File: config.mk
export PLATFORM = sky130hd
export DESIGN_NAME = adder_arb
export DESIGN_NICKNAME = d
export VERILOG_FILES = /design/src/rtl/adder_arb.sv
export SDC_FILE = /design/constraint.sdc
export NUM_CORES = 1
export LEC_CHECK = 0
export ABC_AREA = 1
export CAP_MARGIN = 25
export CORE_UTILIZATION = 35
export CTS_BUF_LIST = sky130_fd_sc_hd__clkbuf_4 sky130_fd_sc_hd__clkbuf_8
export DETAILED_ROUTE_END_ITERATION = 8
export HOLD_SLACK_MARGIN = 0.02
export MAX_ROUTING_LAYER = met4
export PLACE_DENSITY = 0.69
export SETUP_SLACK_MARGIN = 0.15
export SYNTH_ARGS = -nofsm -noshare
export SYNTH_HDL_FRONTEND = slang
export SYNTH_SLANG_ARGS = --single-unit
File: constraint.sdc
create_clock -name clk -period 1.8 [get_ports clk]
set_input_delay 0.27 -clock clk [delete_from_list [all_inputs] [get_ports clk]]
set_output_delay 0.27 -clock clk [all_outputs]
set_load 0.01 [all_outputs]
File: src/rtl/adder_arb.sv
// Two-requester arbiter in front of one shared W-bit adder (IDLE -> CALC -> RESP).
// Define ADDER_ARB_RR_EN for round-robin arbitration; the default is fixed priority to requester 0.
module adder_arb #(
    parameter int unsigned W = 2
) (
    input  logic         clk,
    input  logic         rst_n,
    input  logic         req0_valid,
    input  logic [W-1:0] req0_a,
    input  logic [W-1:0] req0_b,
    output logic         req0_ready,
    input  logic         req1_valid,
    input  logic [W-1:0] req1_a,
    input  logic [W-1:0] req1_b,
    output logic         req1_ready,
    output logic         rsp_valid,
    input  logic         rsp_ready,
    output logic [W:0]   rsp_sum,
    output logic         rsp_id,
    output logic         busy
);

    typedef enum logic [1:0] {StIdle, StCalc, StResp} state_e;

    state_e       r_state;
    state_e       w_state_next;
    logic [W-1:0] r_a;
    logic [W-1:0] r_b;
    logic         r_id;
    logic [W:0]   r_sum;
    logic         r_rsp_id;
    logic         w_grant0;
    logic         w_grant1;
    logic         w_accept;
    logic [W:0]   w_sum;

`ifdef ADDER_ARB_RR_EN
    logic r_ptr;

    // On conflict the requester not served last wins.
    always_comb begin
        w_grant1 = req1_valid & (~req0_valid | ~r_ptr);
        w_grant0 = req0_valid & ~w_grant1;
    end

    always_ff @(posedge clk or negedge rst_n) begin
        if (!rst_n) begin
            r_ptr <= 1'b1;
        end else if (w_accept) begin
            r_ptr <= w_grant1;
        end
    end
`else
    always_comb begin
        w_grant0 = req0_valid;
        w_grant1 = req1_valid & ~req0_valid;
    end
`endif

    assign w_accept = (r_state == StIdle) & (w_grant0 | w_grant1);
    assign w_sum    = {1'b0, r_a} + {1'b0, r_b};

    always_ff @(posedge clk or negedge rst_n) begin
        if (!rst_n) begin
            r_state <= StIdle;
        end else begin
            r_state <= w_state_next;
        end
    end

    always_comb begin
        w_state_next = r_state;
        unique case (r_state)
            StIdle:  if (w_accept) w_state_next = StCalc;
            StCalc:  w_state_next = StResp;
            StResp:  if (rsp_ready) w_state_next = StIdle;
            default: w_state_next = StIdle;
        endcase
    end

    always_comb begin
        req0_ready = 1'b0;
        req1_ready = 1'b0;
        rsp_valid  = 1'b0;
        busy       = (r_state != StIdle);
        if (r_state == StIdle) begin
            req0_ready = w_grant0;
            req1_ready = w_grant1;
        end
        if (r_state == StResp) begin
            rsp_valid = 1'b1;
        end
    end

    always_ff @(posedge clk or negedge rst_n) begin
        if (!rst_n) begin
            r_a      <= '0;
            r_b      <= '0;
            r_id     <= 1'b0;
            r_sum    <= '0;
            r_rsp_id <= 1'b0;
        end else begin
            if (w_accept) begin
                r_a  <= w_grant1 ? req1_a : req0_a;
                r_b  <= w_grant1 ? req1_b : req0_b;
                r_id <= w_grant1;
            end
            // Result and owner update together so they never disagree outside RESP.
            if (r_state == StCalc) begin
                r_sum    <= w_sum;
                r_rsp_id <= r_id;
            end
        end
    end

    assign rsp_sum = r_sum;
    assign rsp_id  = r_rsp_id;

endmodule
==> results_dict.tcl <==
set metrics [dict create \
    status "finished, final reports clean" \
    antenna_found_initial 0 \
    yosys_warnings 0 \
    cts_hold_buffers 0 \
    dr.pass1.iters 4 \
    reg2reg_slack_ns 0.51 \
    hpwl_um 796 \
    port_buffers 20 \
    hold_ws_ns 0.333 \
    cts_tree "yes" \
    synth-simple-area-share 0.361 \
    syn_area_um2 537 \
    tightest_slew_ns 0.476 \
    p_seq_frac 0.377 \
    hold_path.class "input pin to asynchronous set/reset pin" \
    grt_pass1_vias 427 \
    reg2reg_to "rsp_sum[1]$_DFFE_PN0N_" \
    synth_adder_area_share 0.0606 \
    power.share.switching 0.372 \
    ctsHtreeMaxLevel 1 \
    drc_errors 0 \
    worstPathRequired_ns 1.53 \
    core-area_um2 1370 \
    ys_types 12 \
    synth_top_family_by_area "simple AND/OR/NAND/NOR gates" \
    reg2reg_from "r_a[0]$_DFFE_PN0P_" \
    yosysTopAreaCell "dfrtp_1" \
    fmax_ghz 0.636 \
    power_density_nw_per_um2 1430 \
    ir_worst_vdd_mv 0.723 \
    start_kind "register" \
    synth_compound_area_frac 0.0280 \
    period_share 0.874 \
    rsz0062_at_grt "no" \
    p_int_mw 0.742 \
    start_util 0.393 \
    netSwitchingPower_mw 0.439 \
    end_kind "primary output" \
    yosysMostFrequentCell "nand2_1" \
    ff2ff_path_depth 4 \
    setup_viol 0 \
    tns_ns 0 \
    worstSkewPairLatency_ns 0.26 \
    detail-route-antenna-nets 0 \
    vias_per_cell 4.52 \
    pwr-share-clk 0.150 \
    hold_violations 0 \
    async_flop_share 1.00 \
    post-route-min-period_ns 1.57 \
    synthXorXnorAreaFrac 0 \
    yosys-top-cells-count "30 x nand2_1, 11 x dfrtp_1, 8 x nand3_1, 5 x nor2_1, 3 x inv_1" \
    clockBufferDepth 2 \
    num_rows 13 \
    grt_start_max_net_pins 12 \
    synth.area.top_cells "dfrtp_1 51%, nand2_1 21%, nand3_1 7.5%, nor2_4 4.2%, fa_1 3.7%" \
    grt_overflow 0 \
    ios 21 \
    drt_first_iter_violations 7 \
    layout.nets 112 \
    grt_pass1_wl_um 1600 \
    clock_sinks 11 \
    avgSynthCellArea_um2 8.13 \
    final_max_slew_viol_count 0 \
    grt_usage 0.147 \
    clkTransAtPathRegs_ns 0.07 \
    die_h_um 41.2 \
    synth.net_count 81 \
    crit_type "register to primary output" \
    synth_cells 66 \
    netlist.area_leader.share 0.513 \
    synth-edff-count 0 \
    fillers 136 \
    crit_arrival_ns 1.30 \
    ys_ff_latch 11 \
    syn2layout_area_growth_pct 54.1 \
    fin_util 0.605 \
    cap_violations 0 \
    diodes 0 \
    routed_wl_um 1020 \
    crit_fanout 4 \
    die_w_um 41.2 \
    place.gp.congestion 0.699 \
    numCtsBuffers 3 \
    root_buffer "clkbuf_4" \
    seq_area_frac_synth 0.513 \
    drive_above_1_share 0.167 \
    vias 502 \
    synthFlopType "dfrtp_1" \
    fp.dieArea_um2 1690 \
    combPwrFrac 0.472 \
    max_slew_margin 0.681 \
    synthMuxAreaShare 0 \
    fin_skew_ns 0.00246 \
    wl_per_cell_um 9.23 \
    power.leakage_nw 0.431 \
]
==> cells in the final DEF, fill, tap and decap left out <==
master | netlist | routed
clkbuf_4 | 0 | 4
clkbuf_2 | 0 | 1
clkdlybuf4s50_1 | 0 | 16
dlygate4sd2_1 | 0 | 2
o21ai_1 | 2 | 2
inv_1 | 3 | 3
a21oi_1 | 1 | 1
inv_2 | 1 | 1
fa_1 | 1 | 1
ha_1 | 1 | 1
buf_4 | 0 | 7
clkdlybuf4s15_1 | 0 | 1
dfrtp_2 | 0 | 1
nor2_1 | 5 | 5
nand2_1 | 30 | 30
nor2_4 | 2 | 2
dfrtp_1 | 11 | 10
nand3_1 | 8 | 8
==> sequential cells by signal (all words and copies together), names as in the netlist <==
name and cells:
rsp_id 1, rsp_sum 3, r_b 2, r_a 2, r_id 1, r_state 2
==> worst max-delay path by stage <==
| stage | from | endpoint | slack (ns) | cells after the start |
|---|---|---|---|---|
| final | r_state[1]$_DFFE_PN0P_ | req1_ready | 0.23 | 5 |
| after global routing | r_state[1]$_DFFE_PN0P_ | req1_ready | 0.16 | 5 |
| after CTS | r_state[1]$_DFFE_PN0P_ | req0_ready | 0.13 | 5 |
| after detailed placement | req0_valid | req0_ready | 0.02 | 4 |
| after global placement | req0_valid | req0_ready | 0.05 | 4 |
| after floorplan | r_a[0]$_DFFE_PN0P_ | rsp_sum[1]$_DFFE_PN0N_ | 0.58 | 4 |
==> per-stage QoR <==
stage / area [um^2] / total power [mW] / setup slack [ns] / cells
final: 827 / 1.18 / 0.227 / 111
after global routing: 827 / 1.28 / 0.160 / 111
after CTS: 830 / 1.19 / 0.127 / 111
after detailed placement: 788 / 1.00 / 0.0241 / 105
after global placement: 788 / 0.995 / 0.0474 / 105
after floorplan: 537 / 0.752 / 0.577 / 66
==> worst max-delay path: stages (launching register included) <==
cell	delay, ns
dfrtp_1	0.39
buf_4	0.15
nor2_4	0.11
inv_2	0.07
nor2_1	0.09
clkdlybuf4s15_1	0.24
==> repair_timing <==
| item | 4_1_cts | 5_1_grt |
|---|---|---|
| pin swaps | 0 | 0 |
| gates resized for setup | 5 | 3 |
| setup buffers | 2 | 0 |
| gates cloned | 0 | 0 |
| endpoints found under the setup margin | 4 | 2 |
==> power groups by stage <==
stage | Sequential (mW) | Combinational, mW | Clock (mW)
floorplan | 0.462 | 0.290 | 0
global placement | 0.456 | 0.539 | 0
detailed placement | 0.457 | 0.545 | 0
CTS | 0.445 | 0.566 | 0.184
global route | 0.460 | 0.630 | 0.192
finish | 0.446 | 0.557 | 0.178
==> cell families after synthesis <==
logic type,count (synthesis)
buffers and inverters,5
adders and majority gates,2
AOI/OAI and AO/OA,3
DFF,11
and+or+nand+nor,45
==> final cells by class <==
class                      count  area (um^2)  area share
tap                           15         18.8      0.0227
multi-input combinational     50          241       0.292
clock buffer                   4         30.0      0.0363
sequential                    11          277       0.334
timing repair buffer          27          245       0.297
inverter                       4         15.0      0.0182
==> metal layers <==
layer | vias to the layer above | part of all wire | track usage
met5 | - | 0 | -
met4 | 0 | 0 | 0.0484
met3 | 0 | 0.055 | 0.0163
met2 | 21 | 0.49 | 0.289
met1 | 213 | 0.46 | 0.146
li1 | 268 | - | -
No activity file was read; power rests on OpenSTA's default activity.
